===== src/rtl/muldiv_sequencer.sv =====
// Iterative multiply/divide unit with private HI/LO for the EXEC stage.
// Shift-add multiply and restoring divide, one bit per cycle, then a sign-fix cycle.
module muldiv_sequencer #(
    parameter int unsigned WIDTH = 32
) (
    input  logic             clk,
    input  logic             reset,
    input  logic             op_valid,
    input  logic [2:0]       op,
    input  logic [WIDTH-1:0] rs_data,
    input  logic [WIDTH-1:0] rt_data,
    output logic             stall,
    output logic             busy,
    output logic [WIDTH-1:0] mf_data,
    output logic [WIDTH-1:0] hi,
    output logic [WIDTH-1:0] lo
);

    localparam int unsigned CW = $clog2(WIDTH);

    localparam logic [2:0] OpMult  = 3'b000;
    localparam logic [2:0] OpMultu = 3'b001;
    localparam logic [2:0] OpDiv   = 3'b010;
    localparam logic [2:0] OpDivu  = 3'b011;
    localparam logic [2:0] OpMfhi  = 3'b100;
    localparam logic [2:0] OpMflo  = 3'b101;
    localparam logic [2:0] OpMthi  = 3'b110;
    localparam logic [2:0] OpMtlo  = 3'b111;

    typedef enum logic [1:0] {StIdle, StMul, StDiv, StFix} state_e;

    state_e             state_q;
    logic [CW-1:0]      count_q;
    logic [2*WIDTH-1:0] acc_q;
    logic [WIDTH-1:0]   opb_q;
    logic [WIDTH-1:0]   dividend_q;
    logic               is_div_q;
    logic               div_zero_q;
    logic               neg_res_q;
    logic               neg_rem_q;

    logic               accept;
    logic               signed_op;
    logic               sign_a;
    logic               sign_b;
    logic [WIDTH-1:0]   mag_a;
    logic [WIDTH-1:0]   mag_b;
    logic [WIDTH:0]     mul_sum;
    logic [2*WIDTH-1:0] mul_next;
    logic [WIDTH:0]     div_shift;
    logic               div_ge;
    logic [WIDTH-1:0]   div_diff;
    logic [2*WIDTH-1:0] div_next;
    logic [2*WIDTH-1:0] prod_fix;
    logic [WIDTH-1:0]   quot_fix;
    logic [WIDTH-1:0]   rem_fix;

    assign accept    = op_valid & ~busy;
    assign stall     = op_valid & busy;
    assign signed_op = ~op[0];
    assign sign_a    = signed_op & rs_data[WIDTH-1];
    assign sign_b    = signed_op & rt_data[WIDTH-1];
    assign mag_a     = sign_a ? -rs_data : rs_data;
    assign mag_b     = sign_b ? -rt_data : rt_data;

    // Multiply: low half of acc holds the remaining multiplier bits, high half the partial sum.
    assign mul_sum  = {1'b0, acc_q[2*WIDTH-1:WIDTH]} + {1'b0, (acc_q[0] ? opb_q : '0)};
    assign mul_next = {mul_sum, acc_q[WIDTH-1:1]};

    // Divide: high half is the partial remainder, low half shifts dividend out / quotient in.
    assign div_shift = {acc_q[2*WIDTH-1:WIDTH], acc_q[WIDTH-1]};
    assign div_ge    = div_shift >= {1'b0, opb_q};
    assign div_diff  = div_shift[WIDTH-1:0] - opb_q;
    assign div_next  = {(div_ge ? div_diff : div_shift[WIDTH-1:0]), acc_q[WIDTH-2:0], div_ge};

    assign prod_fix = neg_res_q ? -acc_q : acc_q;
    assign quot_fix = neg_res_q ? -acc_q[WIDTH-1:0] : acc_q[WIDTH-1:0];
    assign rem_fix  = neg_rem_q ? -acc_q[2*WIDTH-1:WIDTH] : acc_q[2*WIDTH-1:WIDTH];

    always_comb begin
        mf_data = '0;
        if (accept && op == OpMfhi) mf_data = hi;
        if (accept && op == OpMflo) mf_data = lo;
    end

    always_ff @(posedge clk) begin
        if (reset) begin
            state_q    <= StIdle;
            busy       <= 1'b0;
            count_q    <= '0;
            acc_q      <= '0;
            opb_q      <= '0;
            dividend_q <= '0;
            is_div_q   <= 1'b0;
            div_zero_q <= 1'b0;
            neg_res_q  <= 1'b0;
            neg_rem_q  <= 1'b0;
            hi         <= '0;
            lo         <= '0;
        end else begin
            unique case (state_q)
                StIdle: begin
                    if (accept) begin
                        case (op)
                            OpMult, OpMultu: begin
                                state_q   <= StMul;
                                busy      <= 1'b1;
                                count_q   <= '0;
                                acc_q     <= {{WIDTH{1'b0}}, mag_b};
                                opb_q     <= mag_a;
                                is_div_q  <= 1'b0;
                                neg_res_q <= sign_a ^ sign_b;
                            end
                            OpDiv, OpDivu: begin
                                state_q    <= StDiv;
                                busy       <= 1'b1;
                                count_q    <= '0;
                                acc_q      <= {{WIDTH{1'b0}}, mag_a};
                                opb_q      <= mag_b;
                                dividend_q <= rs_data;
                                is_div_q   <= 1'b1;
                                div_zero_q <= (rt_data == '0);
                                neg_res_q  <= sign_a ^ sign_b;
                                neg_rem_q  <= sign_a;
                            end
                            OpMthi:  hi <= rs_data;
                            OpMtlo:  lo <= rs_data;
                            default: ;
                        endcase
                    end
                end
                StMul: begin
                    acc_q   <= mul_next;
                    count_q <= count_q + 1'b1;
                    if (count_q == CW'(WIDTH - 1)) state_q <= StFix;
                end
                StDiv: begin
                    acc_q   <= div_next;
                    count_q <= count_q + 1'b1;
                    if (count_q == CW'(WIDTH - 1)) state_q <= StFix;
                end
                StFix: begin
                    if (!is_div_q) begin
                        {hi, lo} <= prod_fix;
                    end else if (div_zero_q) begin
                        hi <= dividend_q;
                        lo <= '1;
                    end else begin
                        hi <= rem_fix;
                        lo <= quot_fix;
                    end
                    state_q <= StIdle;
                    busy    <= 1'b0;
                end
                default: state_q <= StIdle;
            endcase
        end
    end

endmodule


===== config.mk =====
export PLATFORM = sky130hd
export DESIGN_NAME = muldiv_sequencer
export DESIGN_NICKNAME = d
export VERILOG_FILES = /design/src/rtl/muldiv_sequencer.sv
export SDC_FILE = /design/constraint.sdc
export NUM_CORES = 1
export LEC_CHECK = 0
export ABC_AREA = 1
export BUFFER_PORTS_ARGS = -buffer_cell sky130_fd_sc_hd__buf_4
export CAP_MARGIN = 10
export CELL_PAD_IN_SITES_DETAIL_PLACEMENT = 2
export CELL_PAD_IN_SITES_GLOBAL_PLACEMENT = 2
export CORE_MARGIN = 4
export CORE_UTILIZATION = 35
export DETAILED_ROUTE_END_ITERATION = 8
export PLACE_DENSITY = 0.86
export SLEW_MARGIN = 5
export SYNTH_ARGS = -nofsm -noshare
export SYNTH_HDL_FRONTEND = slang
export SYNTH_SLANG_ARGS = --single-unit

===== constraint.sdc =====
create_clock -name clk -period 6.4 [get_ports clk]
set_clock_uncertainty 0.15 [all_clocks]
set_input_delay 0.96 -clock clk [delete_from_list [all_inputs] [get_ports clk]]
set_output_delay 0.96 -clock clk [all_outputs]
set_load 0.005 [all_outputs]

# --- Yosys cells after proc, flatten, opt, wreduce, memory -nomap -nowiden ---
# Index checks and enable logic that the tools add are counted.
totals:
  in_bits: 70
  rom_bits: 0
  output_inout_bits: 98
  wordCells: 101
  regBits: 204
  mem_bits_rw: 0
  latch_bits: 0
  mem_count: 0
classes:
  add_sub_neg: 8
  bitwise: 7
  magnitude_cmp: 1
  eq_ne: 17
  reduce_logical: 22
  div: 0
  n_shift: 0
  multipliers: 0
  mux: 34
op_table:
  columns: ["operator", "count"]
  rows:
  - ["$mux 32", 16]
  - ["$pmux 32 s2", 3]
  - ["$pmux 64 s3", 1]
  - ["$mux 64", 2]
  - ["$neg 32->32", 4]
  - ["$pmux 64 s2", 1]
  - ["$neg 64->64", 1]
  - ["$add 32x32->33", 1]
  - ["$ge 33x32->1", 1]
  - ["$logic_not 32->1", 1]
  - ["$sub 32x32->32", 1]
  - ["$reduce_and 3->1", 9]
  - ["$eq 3x3->1 const B", 4]
  - ["$mux 5", 2]
  - ["$pmux 5 s2", 1]
  - ["$eq 3x2->1 const B", 2]
  - ["$ne 2x1->1 const B", 3]
  - ["$pmux 2 s3", 1]
  - ["$reduce_bool 2->1", 3]
  - ["$reduce_or 2->1", 3]
  - ["$add 5x1->5 const B", 1]
  - ["$eq 5x5->1 const B", 1]
  - ["$and 1x1->1", 4]
  - ["$eq 2x2->1 const B", 2]
  - ["15 further kinds", 21]

# --- Longest topological paths before layout ---
# Gate-level depths: netlist of the first run.
logic_depth:
  ltp_word: 6
  ltp_mapped: 20
  depth_no_buf: 18

# --- Least setup slack after synthesis of the first run ---
# No wires, ideal clock.
synth_timing:
  path_kind: "input -> output"
  from: "input op[2]"
  to: "output mf_data[10]"
  cell_stages: 4
  arrival_time_ns: 1.748
  slack_ns: 3.542
  required_ns: 5.290
  cell_sequence: "clkbuf_1 > nand4_1 > clkbuf_1 > o22ai_1"
synth_between:
  elab_chain_cells: 4
  word_cells_on_any_way: 6
  cone_classes: "eq/ne (2); mux (2); reduce/logical (2)"
synth_rtl:
  columns: ["item", "line", "source"]
  rows:
  - ["start: declaration", "9", "input logic [2:0] op,"]
  - ["$eq 3x3->1", "82", "if (accept && op == OpMfhi) mf_data = hi;"]
  - ["$logic_and 1x1->1", "82", null]
  - ["$mux 32", "82", null]
  - ["$mux 32 (*)", "83", "if (accept && op == OpMflo) mf_data = lo;"]
  - ["end: declaration", "14", "output logic [WIDTH-1:0] mf_data,"]
# Every way passes the cells marked *; elsewhere a longest branch is shown, timed or not.

# --- Worst setup path in the final report of the first run ---
layout_timing:
  from: "register acc_q[0]"
  to: "register acc_q[51]"
layout_between:
  elab_chain_cells: 3
layout_rtl:
  columns: ["item", "line", "source"]
  rows:
  - ["start: declaration", "34", "logic [2*WIDTH-1:0] acc_q;"]
  - ["start signal: assignment", "109", "acc_q <= {{WIDTH{1'b0}}, mag_b};"]
  - ["start signal: assignment", "118", "acc_q <= {{WIDTH{1'b0}}, mag_a};"]
  - ["start signal: assignment", "133", "acc_q <= mul_next;"]
  - ["$mux 32", "67", "assign mul_sum = {1'b0, acc_q[2*WIDTH-1:WIDTH]} + {1'b0, (acc_q[0] ? opb_q : '0)};"]
  - ["$add 32x32->33", "67", null]
  - ["$pmux 64 s3", "101", "unique case (state_q)"]
# Every way passes these cells.
# A chain may end at the register's enable or synchronous reset.

==> metrics, run 1 <==
status complete, no violations; Routed WL 128300 um; area of the multi-input gates 13710 um2; Cell Area, Placed 22060 um2; CTS Sinks 204; transition time of the tightest slew-check pin 1.163 ns; Worst-path clk slew 0.06 ns; Crit-path slowest cell dfxtp_1; delay-heaviest family, CP simple AND/OR/NAND/NOR gates; Mean Syn Cell Area 5.670 um2; DR iter-0 viols 2590; Synth Area in Adders 4.756%; Async SR Flop Fraction 0%; CTS Buf Count 27; Post-CTS Hold Fix Bufs 0; Syn. warnings 0; f_max 0.2642 GHz; Final setup viols 0; Area Growth Syn to Fin 12.87%; Synth Area in Simple Gates 39.06%; internal reg-to-reg setup slack 2.61 ns; CP endpoint kind register; first-pass GRT wire length 187400 um; Mapped Cells 3582; Power Density 361.7 nW/um2; synthesized flop and latch total 204; Final Power 0.008291 W; main flop type after synthesis dfxtp_1; Routed WL per cell 28.93 um; crit-path cells nand2_1, inv_1, ha_1, inv_1, fa_1, o21ai_0, nand2_1, nand2_1, nand2_1, nand2_1, nand3_1, nand3b_1, nand3_1, nand2_1, nand2_1, a21oi_1; Synth Area in XOR/XNOR 2.889%; total track usage 39.50%; Mapped Nets 3728; fillers 7446; I/O pins 168; final instance area 22930 um2; worst-case clock buffer depth 3; Die Wd 248.9 um; Max-Cap Viols 0; Nets 3798; placed insts 4388; Cell Area, Synth 20310 um2; Pre-antenna DRT Iters 5; sequential area share after synthesis 20.11%; sequential cell area 4085 um2; # H-tree levels 1; initial antenna violation count 4; dpl hpwl 102800 um; crit path DAT 4.13 ns; Slew Limit Fails 0; worst-path maximum fanout 11; Data required, critical path 6.74 ns; final non-filler cell total 4436; RSZ-0062 raised after global routing false; EDFF count, synth 0; worst min-delay path class reg2reg; vias in the first global route 28.02k; vias per cell 5.986; layout cell share with drive strength beyond 1 9.943%; CTS root buf clkbuf_16; setup bufs post-CTS 0; leakage 11.12 nW; synth unique cells 50; DRT antenna net count 0; worst setup path class reg2reg; post-route minimum period 3.785 ns; Setup Total Neg Slack 0 ns; crit path from acc_q[0]$_SDFFE_PP0P_; DRC viols 0; Final Hold Viols 0; Worst VDD drop 189.5 uV; Die ar. 61950 um2; Final Wtd Congestion 1.018; largest family of logic cells by synthesized area simple AND/OR/NAND/NOR gates; relative slew slack 22.40%; Core Area 57590 um2; vias post-DR 26.56k; FF-to-FF Start acc_q[0]$_SDFFE_PP0P_; Worst Path Buf+Inv 2; number of placement rows 88; Setup crit start kind register; largest net degree at the start of global routing 94; worst stage delay on the critical path 0.69 ns; CTS tree built; cell mode on critical path nand2_1; die height 248.9 um; final worst-path cycle share 59.14%; ANT cells 0; clock latency on the worst-skew pair 0.58 ns; port buffer count 167; grt total ovfl 0; CTS resizes 0; Starting Density 35.27%; Compound-Gate Fraction of Synth Area 20.69%; HP Start dividend_q[0]$_SDFFE_PP0P_; proportion of synthesized area in mux cells 0%
==> routing by layer <==
layer,GRT usage (%),up-vias,part of all wire (%)
li1,-,11840,-
met1,49.96,13390,41
met2,64.21,1022,45
met3,8.050,299,7.8
met4,19.41,4,5.8
met5,0,-,0.024
==> tightest hold or removal path, stage by stage (launching register included) <==
cell and delay [ns]:
dfxtp_1 0.30, inv_1 0.06, a21oi_1 0.06
==> worst paths after layout <==
check	end	depth (start not counted)
worst max-delay path	acc_q[51]$_SDFFE_PP0P_	16
worst min-delay path	dividend_q[0]$_SDFFE_PP0P_	2
worst max register to register	acc_q[51]$_SDFFE_PP0P_	16
worst min register to register	dividend_q[0]$_SDFFE_PP0P_	2
==> stage by stage <==
stage          hold slack, ns  setup slack [ns]  util, %
2_1_floorplan          0.2797             3.542        -
3_3_place_gp           0.3028             2.633    38.31
3_5_place_dp           0.3093             2.577    38.31
4_1_cts                0.3147             2.765    39.81
5_1_grt                0.3577             2.450    39.81
6_report               0.3204             2.615    39.81
==> logic make-up after synthesis <==
family,Yosys count
simple gates,1858
compound gates,736
buf+inv,641
flops,204
fa+ha+maj,76
xor+xnor,67
==> where the power goes <==
group / internal (W) / total (W) / switching, W
registers: 0.00147 / 0.00173 / 0.000263
clock network: 0.000881 / 0.00156 / 0.000684
logic: 0.00124 / 0.00500 / 0.00376
total: 0.00359 / 0.00829 / 0.00470
==> cells in the mapped netlist, types with 6 or more instances <==
cell type  number  area share [%]
ha_1           74             4.6
o21bai_1        9            0.33
clkbuf_1      108             2.0
inv_1         456             8.4
o211ai_1       45             1.7
xnor2_1        17            0.73
a221oi_1       18            0.78
a21oi_1       265             6.5
a32oi_1         6            0.26
a31oi_1        10            0.31
xor2_1         50             2.2
nand2_1       993              18
dfxtp_1       204              20
o21ai_0       214             5.3
nor2_2         18            0.55
or2_2           9            0.28
buf_6          11            0.61
a21oi_2        15            0.65
clkinv_1        7            0.13
o21ai_1        36            0.89
nand2_2        15            0.46
nand3_1       319             7.9
nand3b_1       16            0.59
a22oi_1        30             1.1
o22ai_1        65             2.0
nor2_1        377             7.0
nor2_4         12            0.67
nand4_1        38             1.2
inv_2          20            0.37
buf_2          30            0.74
nor3_1         30            0.74
nand3_2        12            0.59
==> final cells by class <==
type | count | area share, %
multi-input cells | 2737 | 59.82
repair buffers | 198 | 6.484
clock inverters | 11 | 0.4039
well taps | 765 | 4.175
flip-flops and latches | 204 | 17.82
clock buffers | 37 | 3.373
inverters | 484 | 7.930
==> sequential cells by signal (all words and copies together), names as in the netlist <==
| signal | count |
|---|---|
| acc_q | 64 |
| busy | 1 |
| count_q | 5 |
| div_zero_q | 1 |
| dividend_q | 32 |
| hi | 32 |
| is_div_q | 1 |
| lo | 32 |
| neg_rem_q | 1 |
| neg_res_q | 1 |
| opb_q | 32 |
| state_q | 2 |
==> cell usage in the layout (no fill, tap or decap), drive strengths merged, types with 2 or more instances in the layout <==
| master | count |
|---|---|
| nand2 | 1011 |
| inv | 476 |
| nor2 | 407 |
| nand3 | 331 |
| a21oi | 280 |
| o21ai | 254 |
| dfxtp | 204 |
| buf | 198 |
| ha | 74 |
| o22ai | 65 |
| xor2 | 50 |
| o211ai | 45 |
| nand4 | 38 |
| clkbuf | 37 |
| nor3 | 36 |
| a22oi | 30 |
| a221oi | 18 |
| xnor2 | 17 |
| nand3b | 16 |
| clkinv | 16 |
| or2 | 11 |
| a31oi | 10 |
| o21bai | 9 |
| a32oi | 6 |
| o31ai | 4 |
| o21a | 4 |
| a21o | 4 |
| nor4 | 4 |
| o221ai | 3 |
| a211oi | 3 |
| and2 | 3 |
| fa | 2 |
| clkinvlp | 2 |
No activity file was read; power rests on OpenSTA's default activity.
==> run 2: changes to the inputs <==
Settings changed: ABC_AREA 1 to 0, PLACE_DENSITY 0.86 to 0.81.
Clock period 6.4 ns to 3.6 ns, I/O delays scaled along.
==> metrics, run 2 <==
status complete, no violations; Worst VDD drop 412.6 uV (+120%); Core Area 48850 um2 (-15%); EDFF count, synth 0 (unchanged); CTS root buf clkbuf_16; I/O pins 168 (unchanged); worst setup path class reg2reg; Internal Pwr Total 0.006553 W (+83%); Pre-antenna DRT Iters 5 (unchanged); largest net degree at the start of global routing 139 (+48%); Routed WL 94150 um (-27%); leakage 8.104 nW (-27%); Die ar. 53020 um2 (-14%); DRC viols 0 (unchanged); Worst-path clk slew 0.06 ns (about the same); Die Wd 230.3 um (-7.5%); Power Density 599.7 nW/um2 (+66%); layout cell share with drive strength beyond 1 15.85% (+5.9 points); commonest non-fill, non-tap cell in the layout nand2_1; Max-Cap Viols 0 (unchanged); worst-path maximum fanout 9 (-2); final setup margin 0.04565 ns (-2.569 ns); DR iter-0 viols 1609 (-38%); post-route minimum period 3.554 ns (-0.2309 ns); Clock Power Share 22.3% (+3.4 points); Net Switching 0.005913 W (+26%); number of placement rows 81 (-8.0%); Combinational Power Share 54.1% (-6.2 points); dpl hpwl 71640 um (-30%); crit path DAT 3.83 ns (-0.30 ns); Setup crit start kind register; Final Hold Viols 0 (unchanged); # H-tree levels 1 (unchanged); die height 230.3 um (-7.5%); Placement Setup Slack -0.2484 ns (-2.826 ns); sequential area share after synthesis 23.62% (+3.5 points); Mapped Cells 2457 (-31%); CTS tree built; CTS Buf Count 26 (-3.7%); Cell Area, Synth 17290 um2 (-15%); Starting Density 35.39% (+0.12 points); crit-path cells or4_1, nor2_1, nand2_1, or2_1, nor2_1, o41ai_1, a2111oi_0, buf_4, nor3_1; relative slew slack 37.28% (+15 points); synthesized flop and latch total 204 (unchanged); vias per cell 6.276 (+4.8%); Final Power 0.01247 W (+50%); Worst Path Buf+Inv 1 (-1); Area Growth Syn to Fin 20.23%; Seq pwr share 23.6% (+2.8 points); GR Util met3 6.467% (-1.6 points); max reg flops 64 (unchanged); Mean Syn Cell Area 7.037 um2 (+24%); Post-CTS Hold Fix Bufs 0 (unchanged); RSZ-0062 raised after global routing false; total track usage 33.78% (-5.7 points); Data required, critical path 3.87 ns (-2.87 ns); Mapped Nets 2603 (-30%); GR Util met1 43.33% (-6.6 points); cell with the most instances after synthesis nand2_1; cell mode on critical path nor2_1; synth unique cells 80 (+60%); clock latency on the worst-skew pair 0.57 ns (about the same); Routed WL per cell 28.84 um (-0.34%); port buffer count 167 (unchanged); vias in the first global route 21.62k (-23%); Final setup viols 0 (unchanged); first-pass GRT wire length 139400 um (-26%); GR Layer Usage met2 55.82% (-8.4 points); Yosys top cell area share 23.62% (+3.5 points); global route hottest layer met2; initial antenna violation count 5 (+1); most common library cells after synthesis 348 x nand2_1, 257 x a21oi_1, 252 x nor2_1; vias post-DR 20.49k (-23%); CP endpoint kind register; Syn. warnings 0 (unchanged); main flop type after synthesis dfxtp_1; Cell Area, Placed 19790 um2 (-10%); Async SR Flop Fraction 0% (unchanged); Synth area leader dfxtp_1; worst stage delay on the critical path 0.65 ns (-0.04 ns); leading post-synthesis cells by cell area dfxtp_1 24%, nand2_1 7.6%, a21oi_1 7.4%; Largest Register acc_q; grt total ovfl 0 (unchanged); Crit-path slowest cell or4_1; delay-heaviest family, CP simple AND/OR/NAND/NOR gates; Final Wtd Congestion 0.9809 (-3.6%); worst min-delay path class in2reg; f_max 0.2813 GHz (+6.5%); worst-case clock buffer depth 3 (unchanged); Nets 2730 (-28%); DRT antenna net count 0 (unchanged); transition time of the tightest slew-check pin 0.9171 ns (-0.2455 ns); fillers 5713 (-23%); final instance area 20790 um2 (-9.3%); CTS Sinks 204 (unchanged); Slew Limit Fails 0 (unchanged); sw frac 47.43% (-9.3 points); final worst-path cycle share 98.73% (+40 points); setup bufs post-CTS 0 (unchanged); most frequent cells in the layout 347 x nand2_1, 309 x buf_4, 250 x a21oi_1
-- run 2: per-layer routing --
layer	share of wire (%)	vias up
li1	-	9103
met1	42	10400
met2	46	728
met3	6.7	255
met4	4.6	6
met5	0.052	-
-- run 2: cell type report --
cell class / count / area (um2) / area share (%)
diodes: 1 / 2.502 / 0.01204
flip-flops and latches: 204 / 4086 / 19.66
well taps: 664 / 830.8 / 3.997
clock buffers: 36 / 779.5 / 3.750
repair buffers: 316 / 2460 / 11.83
multi-input cells: 1963 / 12250 / 58.95
clock inverters: 8 / 100.1 / 0.4816
inverters: 73 / 274.0 / 1.318
-- run 2: timing repair --
action	4_1_cts	5_1_grt
endpoints found under the hold margin	0	0
setup endpoints to repair	7	20
pin swaps	1	1
resized for setup	4	23
gates cloned	0	0
-- run 2: per-stage QoR --
stage | hold slack [ns] | setup TNS [ns] | cells | util [%]
final | 0.1258 | 0 | 3265 | 42.55
after CTS | 0.1110 | 0 | 3264 | 42.35
after detailed placement | 0.3008 | -0.6067 | 3220 | 40.51
after global routing | 0.1357 | 0 | 3264 | 42.55
after global placement | 0.2921 | -0.3837 | 3220 | 40.51
after floorplan | 0.2819 | 0 | 2457 | -
-- run 2: power by group through the flow --
stage	clock network (W)	registers (W)	logic [W]
3_3_place_gp	0	0.00294	0.00627
6_report	0.00278	0.00294	0.00674
3_5_place_dp	0	0.00296	0.00650
5_1_grt	0.00290	0.00298	0.00720
4_1_cts	0.00280	0.00292	0.00657
2_1_floorplan	0	0.00287	0.00386
-- run 2: worst reg2reg max path: stages, from the launching register on --
cell       delay (ns)
dfxtp_1          0.31
or4_1            0.65
nor2_1           0.35
nand2_1          0.31
or2_1            0.45
nor2_1           0.22
o41ai_1          0.10
a2111oi_0        0.58
buf_4            0.25
nor3_1           0.05
-- run 2: path summary, 6_finish.rpt --
| kind | start | end | slack, ns | cells after the start |
|---|---|---|---|---|
| worst max-delay path | acc_q[17]$_SDFFE_PP0P_ | hi[1]$_SDFFE_PP0P_ | 0.05 | 9 |
| worst min-delay path | rs_data[22] | dividend_q[22]$_SDFFE_PP0P_ | 0.13 | 3 |
| worst max register to register | acc_q[17]$_SDFFE_PP0P_ | hi[1]$_SDFFE_PP0P_ | 0.05 | 9 |
| worst min register to register | opb_q[13]$_SDFFE_PP0P_ | opb_q[13]$_SDFFE_PP0P_ | 0.31 | 2 |
-- run 2: cell families after synthesis --
kind of cell / count (synthesis) / synth area share (%)
AO/OA/AOI/OAI: 778 / 29.36
XOR/XNOR: 182 / 9.220
adder cells (fa/ha/maj): 76 / 5.587
buffers and inverters: 290 / 6.397
flip-flops: 204 / 23.62
multiplexers: 50 / 2.902
AND/OR/NAND/NOR: 877 / 22.91
